### config.mk
export PLATFORM = sky130hd
export DESIGN_NAME = fetch_sequencer
export DESIGN_NICKNAME = d
export VERILOG_FILES = /design/src/rtl/fetch_sequencer.sv
export SDC_FILE = /design/constraint.sdc
export NUM_CORES = 1
export LEC_CHECK = 0
export BUFFER_PORTS_ARGS = -buffer_cell sky130_fd_sc_hd__buf_2
export CAP_MARGIN = 0
export CORE_MARGIN = 10
export CORE_UTILIZATION = 48
export CTS_CLUSTER_SIZE = 10
export DETAILED_ROUTE_END_ITERATION = 7
export HOLD_SLACK_MARGIN = 0.06
export PLACE_DENSITY = 0.87
export RECOVER_POWER = 25
export SLEW_MARGIN = 20
export SYNTH_ARGS = -nofsm -noshare
export SYNTH_HDL_FRONTEND = slang
export SYNTH_SLANG_ARGS = --single-unit
### constraint.sdc
create_clock -name clk -period 1.7 [get_ports clk]
set_input_delay 0.255 -clock clk [delete_from_list [all_inputs] [get_ports clk]]
set_output_delay 0.255 -clock clk [all_outputs]
set_load 0.01 [all_outputs]
### src/rtl/fetch_sequencer.sv
// -----------------------------------------------------------------------------
// fetch_sequencer
//
// Walks the byte-addressed program counter through the four bytes of each
// 32-bit instruction, assembles them big-endian and hands the word to decode
// on a valid/ready handshake. At the handshake it fires exactly one PC strobe:
// a jump or branch when execute requests a redirect, otherwise a step to the
// next instruction.
//
// Parameters
//   MEM_LAT           cycles from a stable memory address to valid mem_rdata
//                     (1..3; the latency counter is 2 bits wide)
//
// Ports
//   clk               clock, rising edge
//   rst_n             asynchronous, active-low reset
//   start             leave IDLE and begin fetching at the current PC
//   halt              return to IDLE after the handshake it coincides with
//   mem_rdata  [7:0]  byte read from the address held by the PC
//   pc_lsbs    [1:0]  PC bits [1:0], compared against the byte lane at capture
//   instr_ready       decode accepts instr
//   redir_valid       redirect the next fetch (only looked at on a handshake)
//   redir_is_branch   1 = relative branch, 0 = absolute jump
//   redir_target [5:0] jump instruction index or branch offset
//   update_lsbs       PC: advance to the next byte
//   update_msbs       PC: advance to the next instruction
//   jump              PC: load jump_destination
//   brancher          PC: add branch_offset
//   jump_destination  redir_target while jump=1, else 0
//   branch_offset     redir_target while brancher=1, else 0
//   instr     [31:0]  assembled instruction
//   instr_valid       instr holds a complete instruction
//   fetch_err         sticky lane-mismatch flag, cleared by reset or start
// -----------------------------------------------------------------------------
module fetch_sequencer #(
  parameter int MEM_LAT = 1
) (
  input  logic        clk,
  input  logic        rst_n,
  input  logic        start,
  input  logic        halt,
  input  logic [7:0]  mem_rdata,
  input  logic [1:0]  pc_lsbs,
  input  logic        instr_ready,
  input  logic        redir_valid,
  input  logic        redir_is_branch,
  input  logic [5:0]  redir_target,
  output logic        update_lsbs,
  output logic        update_msbs,
  output logic        jump,
  output logic        brancher,
  output logic [5:0]  jump_destination,
  output logic [5:0]  branch_offset,
  output logic [31:0] instr,
  output logic        instr_valid,
  output logic        fetch_err
);

  typedef enum logic [1:0] {
    S_IDLE  = 2'd0,
    S_FETCH = 2'd1,
    S_ISSUE = 2'd2
  } state_t;

  localparam logic [1:0] LAT_MAX = 2'(MEM_LAT);

  state_t      r_state;
  state_t      w_next_state;
  logic [1:0]  r_byte_cnt;
  logic [1:0]  r_lat_cnt;
  logic [31:0] r_instr;
  logic        r_fetch_err;
  logic        w_capture;
  logic        w_handshake;

  // The byte on mem_rdata is valid once the address has been stable for
  // MEM_LAT cycles, i.e. on the last cycle of each byte slot.
  assign w_capture   = (r_state == S_FETCH) && (r_lat_cnt == LAT_MAX);
  assign w_handshake = (r_state == S_ISSUE) && instr_ready;

  // ---------------------------------------------------------------------------
  // State register
  // ---------------------------------------------------------------------------
  // NOTE: sequential state uses non-blocking assignments so every flop samples
  // the pre-edge values regardless of block ordering.
  always_ff @(posedge clk or negedge rst_n) begin
    if (!rst_n) r_state <= S_IDLE;
    else        r_state <= w_next_state;
  end

  // ---------------------------------------------------------------------------
  // Next-state logic
  // ---------------------------------------------------------------------------
  // NOTE: every combinational output is given a default before the case so no
  // path leaves it unassigned, which would infer a latch.
  always_comb begin
    w_next_state = r_state;
    unique case (r_state)
      S_IDLE:  if (start) w_next_state = S_FETCH;
      S_FETCH: if (w_capture && (r_byte_cnt == 2'd3)) w_next_state = S_ISSUE;
      S_ISSUE: if (w_handshake) w_next_state = halt ? S_IDLE : S_FETCH;
      default: w_next_state = S_IDLE;
    endcase
  end

  // ---------------------------------------------------------------------------
  // Byte/latency counters, instruction assembly, lane check
  // ---------------------------------------------------------------------------
  always_ff @(posedge clk or negedge rst_n) begin
    if (!rst_n) begin
      r_byte_cnt  <= 2'd0;
      r_lat_cnt   <= 2'd0;
      r_instr     <= 32'd0;
      r_fetch_err <= 1'b0;
    end else begin
      unique case (r_state)
        S_IDLE: begin
          if (start) begin
            r_byte_cnt  <= 2'd0;
            r_lat_cnt   <= 2'd0;
            r_fetch_err <= 1'b0;
          end
        end
        S_FETCH: begin
          if (w_capture) begin
            r_lat_cnt <= 2'd0;
            case (r_byte_cnt)
              2'd0: r_instr[31:24] <= mem_rdata;
              2'd1: r_instr[23:16] <= mem_rdata;
              2'd2: r_instr[15:8]  <= mem_rdata;
              2'd3: r_instr[7:0]   <= mem_rdata;
            endcase
            // The last byte leaves byte_cnt at 3 to match the PC lsbs; it is
            // rewound when the instruction is handed off.
            if (r_byte_cnt != 2'd3) r_byte_cnt <= r_byte_cnt + 2'd1;
            // Flag only; the sequence carries on regardless.
            if (pc_lsbs != r_byte_cnt) r_fetch_err <= 1'b1;
          end else begin
            r_lat_cnt <= r_lat_cnt + 2'd1;
          end
        end
        S_ISSUE: begin
          if (w_handshake) begin
            r_byte_cnt <= 2'd0;
            r_lat_cnt  <= 2'd0;
          end
        end
        default: ;
      endcase
    end
  end

  // ---------------------------------------------------------------------------
  // Output decode: PC strobes are combinational so the PC moves on the same
  // edge that consumes the byte or the instruction.
  // ---------------------------------------------------------------------------
  always_comb begin
    update_lsbs      = 1'b0;
    update_msbs      = 1'b0;
    jump             = 1'b0;
    brancher         = 1'b0;
    jump_destination = 6'd0;
    branch_offset    = 6'd0;
    unique case (r_state)
      // No strobe on the fourth byte: the PC lsbs stay at 3 until the
      // handshake moves the PC to the next instruction.
      S_FETCH: update_lsbs = w_capture && (r_byte_cnt != 2'd3);
      S_ISSUE: begin
        if (w_handshake) begin
          if (!redir_valid) begin
            update_msbs = 1'b1;
          end else if (redir_is_branch) begin
            brancher      = 1'b1;
            branch_offset = redir_target;
          end else begin
            jump             = 1'b1;
            jump_destination = redir_target;
          end
        end
      end
      default: ;
    endcase
  end

  assign instr_valid = (r_state == S_ISSUE);
  assign instr       = r_instr;
  assign fetch_err   = r_fetch_err;

endmodule

# Word level (Yosys, flattened, before mapping)
# Index checks and enable logic that the tools add are counted.
# Widths: inputs -> output; s select.
# op_classes
reduce_logical	16
n_eq_ne	14
add_sub_neg	2
muxes	36
# ops
op	count
$mux 6	8
$pmux 2 s3	3
$reduce_and 3->1	6
$mux 1	16
$mux 2	8
$ne 2x1->1 const B	4
$eq 2x1->1 const B	3
$eq 2x2->1 const B	3
$ne 2x2->1 const B	3
$reduce_and 5->1	1
$add 2x1->2 const B	2
$logic_and 1x1->1	4
$logic_not 2->1	2
$reduce_and 4->1	1
$reduce_bool 3->1	1
$ne 2x2->1	1
$pmux 1 s2	1
$reduce_bool 2->1	1
# totals
elab_cells	76
register_bits	39
inputBits	23
output_inout_bits	50

# Longest topological paths before layout
# Gate-level depths: netlist (run 1).
# depth
word_depth	5
mapped_depth	4
ltp_nobuf	4

# Worst setup path before layout (run 1)
# Ideal clock, no wire load.
# synth_path
path_kind	reg-to-reg
start	reg r_byte_cnt[0]
end	reg r_byte_cnt[0]
path_buffers	0
path_stages_with_launch	5
setup_slack_ns	0.195
arrival_time_ns	1.380
setup_ns	0.125
t_required_ns	1.575
period_less_slack_ns	1.505
path_cell_list	dfrtp_1 > ha_1 > nor3b_1 > o22ai_1 > mux2_2
# synth_between
elab_chain_len	4
elab_cells_between_ends	7
cone_classes	add/sub: 1; eq/ne: 2; mux: 3; reduce/logical: 1
# synth_rtl
item	line_no	rtl
from (decl)	69	logic [1:0] r_byte_cnt;
from (signal assigned)	135	if (r_byte_cnt != 2'd3) r_byte_cnt <= r_byte_cnt + 2'd1;
$add 2x1->2	135	
$mux 2	135	
$mux 2	125	if (w_capture) begin
$pmux 2 s3	116	unique case (r_state)
# Parallel ways exist; a longest one is shown, timed or not. The select of a mux whose other input is x is not followed.
# A chain may end at the register's enable or synchronous reset.

# Worst setup path in the final report (run 1)
# layout_path
start	reg r_state[0]
end	out jump_destination[1]
# layout_between
elab_chain_len	4
# layout_rtl
item	line_no	rtl
from (decl)	67	state_t r_state;
from (signal assigned)	88	else r_state <= w_next_state;
$eq 2x2->1 (*)	79, 164	
$logic_and 1x1->1	79	assign w_handshake = (r_state == S_ISSUE) && instr_ready;
$mux 6	169	if (w_handshake) begin
$mux 6 (*)	164	unique case (r_state)
to (decl)	52	output logic [5:0] jump_destination,
# Every way passes the cells marked *; elsewhere a longest branch is shown, timed or not.

==> flow_summary_export.csv, run 1 <==
group,metric,value,unit
pwr,p_leak,1.38,nW
synth,ys_seq_area_share,51.3,%
cts,tritoncts,"yes",
timing,rsz0062_at_grt,"yes",
drt,ant_nets,0,
setup_path,max_stage_delay,0.45,ns
synth,synth_flop_cell,"dfrtp_1",
timing,final.setup.worst_slack,-0.170,ns
timing,skew,0.00504,ns
cts,cts_buffers,5,
cells_and_area,n_antenna_cell,0,
worst_hold_path,min-delay-path-class,"input pin to register",
setup_path,arrival,1.61,ns
cts,clock_sink_count,39,
global_route,grt_usage,12.9,%
status,status,"finished, violations left",
timing,fin_crit,1.87,ns
setup_path,cp-start-kind,"register",
drt,firstDrtPassIters,4,
cts,clk_pin_slew,0.08,ns
synth,synth_area,1900,um^2
placement,dpl_cell_area,2350,um^2
pwr,peakVddDrop,0.884,mV
setup_path,critPathKind,"register to primary output",
synth,yosys-top-cells-count,"39 x dfrtp_1, 32 x mux2_4, 12 x and2_1",
synth,syn_area_per_cell,15.5,um^2
timing,tns,-1.28,ns
cts,cts_max_level,2,
floorplan,die_h,82.9,um
synth,synth.top_cells.by_area,"dfrtp_1 51%, mux2_4 25%, nand2_8 4.2%",
floorplan,start_util,50.8,%
global_route,grt_max_degree,40,
drt,drt_wl_total,4.70,mm
timing,slew_headroom,38.0,%
setup_path,cp.required,1.44,ns
timing,final-hold-violation-count,0,
status,violations,"negative setup slack",
setup_path,crit_fanout,7,
cells_and_area,area_growth,35.6,%
drt,num_vias,1290,
synth,netlist_instances,123,
setup_path,crit_slowest_cell,"dfrtp_2",
synth,ys_ff_latch,39,
synth,yosysTopAreaCellShare,51.3,%
timing,worstMarginPinSlew,0.930,ns
setup_path,end_kind,"primary output",
drt,drc,0,
placement,place_congestion,0.798,
synth,yosys.area.top_type,"dfrtp_1",
cts,root_buffer,"clkbuf_8",
placement,pre_cts_ws,0.169,ns
floorplan,num_io_pins,73,
timing,finalCritPeriodShare,110,%
timing,setup-violations-final,14,
synth,synth_fp_nets,150,
floorplan,dieArea,6880,um^2
synth,yosysMostFrequentCell,"dfrtp_1",
global_route,grt_pass1_vias,1440,
synth,ys_warn_count,0,
global_route,grt_pass1_wl,7.51,mm
cells_and_area,drive_gt1_share,66.8,%
setup_path,crit_chain,"nand3b_1 > nor3b_4 > and2_1 > buf_2",
synth,synth.distinct_cells,29,
cells_and_area,fin_nets,237,
timing,max_freq,0.535,GHz
setup_path,critPathTopFamily,"simple AND/OR/NAND/NOR gates",
floorplan,die_w,82.9,um
cts,cts_buffer_depth,2,
floorplan,placementRows,22,
global_route,antenna_found_initial,0,
setup_path,crit_buf_inv,1,
cells_and_area,fin_area,2580,um^2
drt,via_per_inst,4.98,
timing,drv_slew,0,
placement,port_buffers,72,
floorplan,coreArea,3740,um^2
flow_run,cap_viol_max_count,0,
placement,hpwl,3.30,mm
drt,wl_per_cell,18.1,um
cells_and_area,final_util,68.9,%
synth,synth-edff-count,0,
cts,clock_latency,0.29,ns
global_route,grt_overflow_total,0,
pwr,powerDensity,1870,nW/um^2
synth,synthArstFlopShare,100,%
drt,drt_iter0_drc,48,
[layout by cell type (no fill, tap or decap), drive strengths merged, types with 2 or more instances in the layout]
master	n
inv	3
o2bb2ai	2
buf	80
ha	4
and2	12
clkinv	2
nor3b	2
nor2	4
clkbuf	6
nand2	4
dfrtp	39
mux2	33
or2b	2
xor2	2
[kinds of logic (layout without fill, tap and decap cells)]
logic type | Yosys count | in the layout | share of synthesized area (%)
AO/OA/AOI/OAI | 8 | 8 | 3.09
XOR/XNOR | 2 | 2 | 0.922
adder cells (fa/ha/maj) | 4 | 4 | 2.63
buffers and inverters | 5 | 93 | 1.38
flip-flops | 39 | 39 | 51.3
multiplexers | 34 | 34 | 26.4
AND/OR/NAND/NOR | 31 | 31 | 14.2
[power by group]
group / leakage, nW / internal, mW / switching (mW)
Sequential: 0.457 / 1.39 / 0.289
Clock: 0.0581 / 0.437 / 0.326
Combinational: 0.865 / 1.33 / 1.04
[flip-flops by register name, indices dropped and copies added (netlist names)]
signal      cells
instr          32
r_byte_cnt      2
r_lat_cnt       2
r_state         2
fetch_err       1
[final cells by class]
| class | count | area (um^2) |
|---|---|---|
| fillers | 266 | 1170 |
| flip-flops and latches | 39 | 977 |
| multi-input cells | 79 | 930 |
| repair buffers | 82 | 487 |
| clock buffers | 5 | 68.8 |
| well taps | 48 | 60.1 |
| clock inverters | 3 | 43.8 |
| inverters | 3 | 11.3 |
[per-stage QoR]
stage / power [mW] / std cells / hold WS (ns)
6_report: 4.81 / 259 / 0.118
5_1_grt: 5.11 / 259 / 0.115
4_1_cts: 4.92 / 258 / 0.113
3_5_place_dp: 4.03 / 244 / 0.240
3_3_place_gp: 3.96 / 244 / 0.237
2_1_floorplan: 3.24 / 123 / -0.0406
[worst reg2reg max path, delay by kind of cell, from the launching register on]
| family | cells | cell delay [ns] |
|---|---|---|
| AND/OR/NAND/NOR | 2 | 0.38 |
| buffers and inverters | 2 | 0.34 |
| multiplexers | 1 | 0.32 |
| flip-flops | 1 | 0.42 |
[per-layer routing]
metal,GRT usage [%],vias up,part of all wire [%]
met5,0,-,0
met4,2.31,0,0.40
met3,4.59,5,6.1
met2,22.1,43,50
met1,15.3,638,44
li1,-,604,-
[what timing repair did]
item                                    CTS  global route
endpoints found under the setup margin   15            39
endpoints found under the hold margin    39             0
buffers inserted                          5             2
gates resized for setup                   8            12
hold buffers                              1             0
pin swaps                                14             6
[final timing paths]
path / from / endpoint / slack, ns / cells past startpoint
max reg2reg: r_state[0] / instr[6] / 0.12 / 5
max in group asynchronous: rst_n / r_state[0] / 0.35 / 3
min in group asynchronous: rst_n / instr[3] / 0.72 / 3
min: halt / r_state[0] / 0.12 / 2
max: r_state[0] / jump_destination[1] / -0.17 / 4
min reg2reg: instr[6] / instr[6] / 0.51 / 1
Power figures use the tool's default switching activity.
==> run 2, diff against run 1 <==
--- a/config.mk
+++ b/config.mk
@@ -12,7 +12,7 @@
 export CTS_CLUSTER_SIZE = 10
 export DETAILED_ROUTE_END_ITERATION = 7
 export HOLD_SLACK_MARGIN = 0.06
-export PLACE_DENSITY = 0.87
+export PLACE_DENSITY = 0.75
 export RECOVER_POWER = 25
 export SLEW_MARGIN = 20
 export SYNTH_ARGS = -nofsm -noshare
==> flow_summary_export.csv, run 2 (synthesis results as in run 1) <==
group,metric,value,unit
cts,clock_sink_count,39,
drt,num_vias,1358,
setup_path,rrSetupSlack,0.08,ns
timing,tns,-1.96,ns
timing,final-hold-violation-count,0,
cells_and_area,layout_commonest_cell,"buf_2",
floorplan,placementRows,22,
setup_path,r2r_start,"r_state[0]",
cts,tritoncts,"yes",
setup_path,cp.required,1.44,ns
timing,worst_hold_slack,0.131,ns
timing,rsz0062_at_grt,"yes",
pwr,powerDensity,1860,nW/um^2
setup_path,crit_fanout,7,
timing,slew_headroom,29.5,%
placement,place_congestion,0.862,
timing,max_freq,0.535,GHz
pwr,peakVddDrop,0.855,mV
pwr,p_leak,1.41,nW
floorplan,coreArea,3740,um^2
floorplan,die_w,82.9,um
flow_run,cap_viol_max_count,0,
timing,final.setup.worst_slack,-0.169,ns
floorplan,dieArea,6880,um^2
timing,fin_crit,1.87,ns
worst_hold_path,min-delay-path-class,"input pin to register",
global_route,gr-usage-met3,6.25,%
cts,root_buffer,"clkbuf_8",
cells_and_area,drive_gt1_share,68.4,%
cts,cts_max_level,2,
status,violations,"negative setup slack",
timing,skew,0.0108,ns
cells_and_area,largest_reg_flops,32,
status,status,"finished, violations left",
global_route,grt_pass1_wl,8.31,mm
cells_and_area,area_growth,40.0,%
drt,ant_nets,0,
global_route,grt-busiest-layer,"met2",
drt,drt_wl_total,5.33,mm
drt,firstDrtPassIters,4,
drt,via_per_inst,5.16,
floorplan,start_util,50.8,%
global_route,antenna_found_initial,0,
cells_and_area,fin_nets,241,
drt,drt_iter0_drc,38,
floorplan,die_h,82.9,um
global_route,grt_overflow_total,0,
cts,clock_latency,0.30,ns
worst_hold_path,min_from,"halt",
worst_hold_path,whs_path_depth,2,
global_route,grt_usage,15.1,%
cts,cts_buffers,5,
floorplan,num_io_pins,73,
global_route,gr-usage-met1,17.7,%
global_route,grt_pass1_vias,1458,
setup_path,cp-start-kind,"register",
setup_path,critPathKind,"register to primary output",
setup_path,end_kind,"primary output",
cts,cts_buffer_depth,2,
cells_and_area,fill_cells,247,
global_route,grt_util_met2,24.2,%
placement,port_buffers,72,
cts,clk_pin_slew,0.07,ns
placement,hpwl,3.80,mm
cells_and_area,final_cell_mix,"58 x buf_2, 39 x dfrtp_1, 32 x mux2_4, 13 x buf_6, 11 x buf_4",
drt,wl_per_cell,20.3,um
timing,setup-violations-final,14,
worst_hold_path,hold_path_end,"r_state[0]",
timing,worstMarginPinSlew,1.06,ns
global_route,grt_max_degree,22,
setup_path,rr_worst_depth,6,
timing,drv_slew,0,
cells_and_area,n_antenna_cell,0,
drt,drc,0,
setup_path,arrival,1.61,ns
timing,finalCritPeriodShare,110,%
setup_path,timing.rr.end,"instr[14]",
==> run 2: critical path, stage by stage (launching register included) <==
cell and delay [ns]:
dfrtp_1 0.41, nand3b_1 0.23, nor3b_4 0.36, and2_1 0.18, buf_2 0.14
==> run 2: routing by layer <==
layer	vias up	share of wire (%)	routed length (um)
li1	608	-	-
met1	689	41	2180
met2	50	50	2640
met3	11	7.1	381
met4	0	2.4	126
met5	-	0	0
==> run 2: layout make-up <==
class | count | area [um^2] | share of cell area, %
Sequential cell | 39 | 976 | 36.7
Multi-Input combinational cell | 79 | 940 | 35.3
Timing Repair Buffer | 86 | 561 | 21.1
Clock buffer | 5 | 68.8 | 2.59
Tap cell | 48 | 60.1 | 2.26
Clock inverter | 3 | 43.8 | 1.65
Inverter | 3 | 11.3 | 0.423
==> run 2: repair_timing <==
item | 4_1_cts | 5_1_grt
setup endpoints to repair | 15 | 23
hold endpoints to repair | 18 | 0
gates resized for setup | 18 | 13
pin swaps | 8 | 8
setup buffers | 5 | 4
hold buffers | 1 | 0
==> run 2: how the worst max path moves through the flow <==
stage	from	to	slack, ns	depth (start not counted)
floorplan	r_byte_cnt[0]	r_byte_cnt[0]	0.20	4
global placement	r_state[0]	jump_destination[2]	0.22	4
detailed placement	r_state[0]	jump_destination[5]	0.09	4
CTS	r_state[0]	jump_destination[1]	-0.12	4
global route	r_state[0]	jump_destination[1]	-0.24	4
finish	r_state[0]	jump_destination[1]	-0.17	4
==> run 2: power by group <==
part / total, mW / switching (mW) / internal (mW)
Combinational: 2.48 / 1.09 / 1.39
Clock: 0.781 / 0.344 / 0.437
Sequential: 1.69 / 0.299 / 1.39
==> run 2: through the flow <==
stage | util, % | area [um^2] | instances | power, mW | setup slack (ns)
floorplan | - | 1900 | 123 | 3.24 | 0.195
global placement | 63.1 | 2360 | 245 | 3.99 | 0.222
detailed placement | 63.1 | 2360 | 245 | 4.08 | 0.0938
CTS | 69.4 | 2600 | 259 | 4.92 | -0.124
global route | 71.1 | 2660 | 263 | 5.27 | -0.238
finish | 71.1 | 2660 | 263 | 4.95 | -0.169
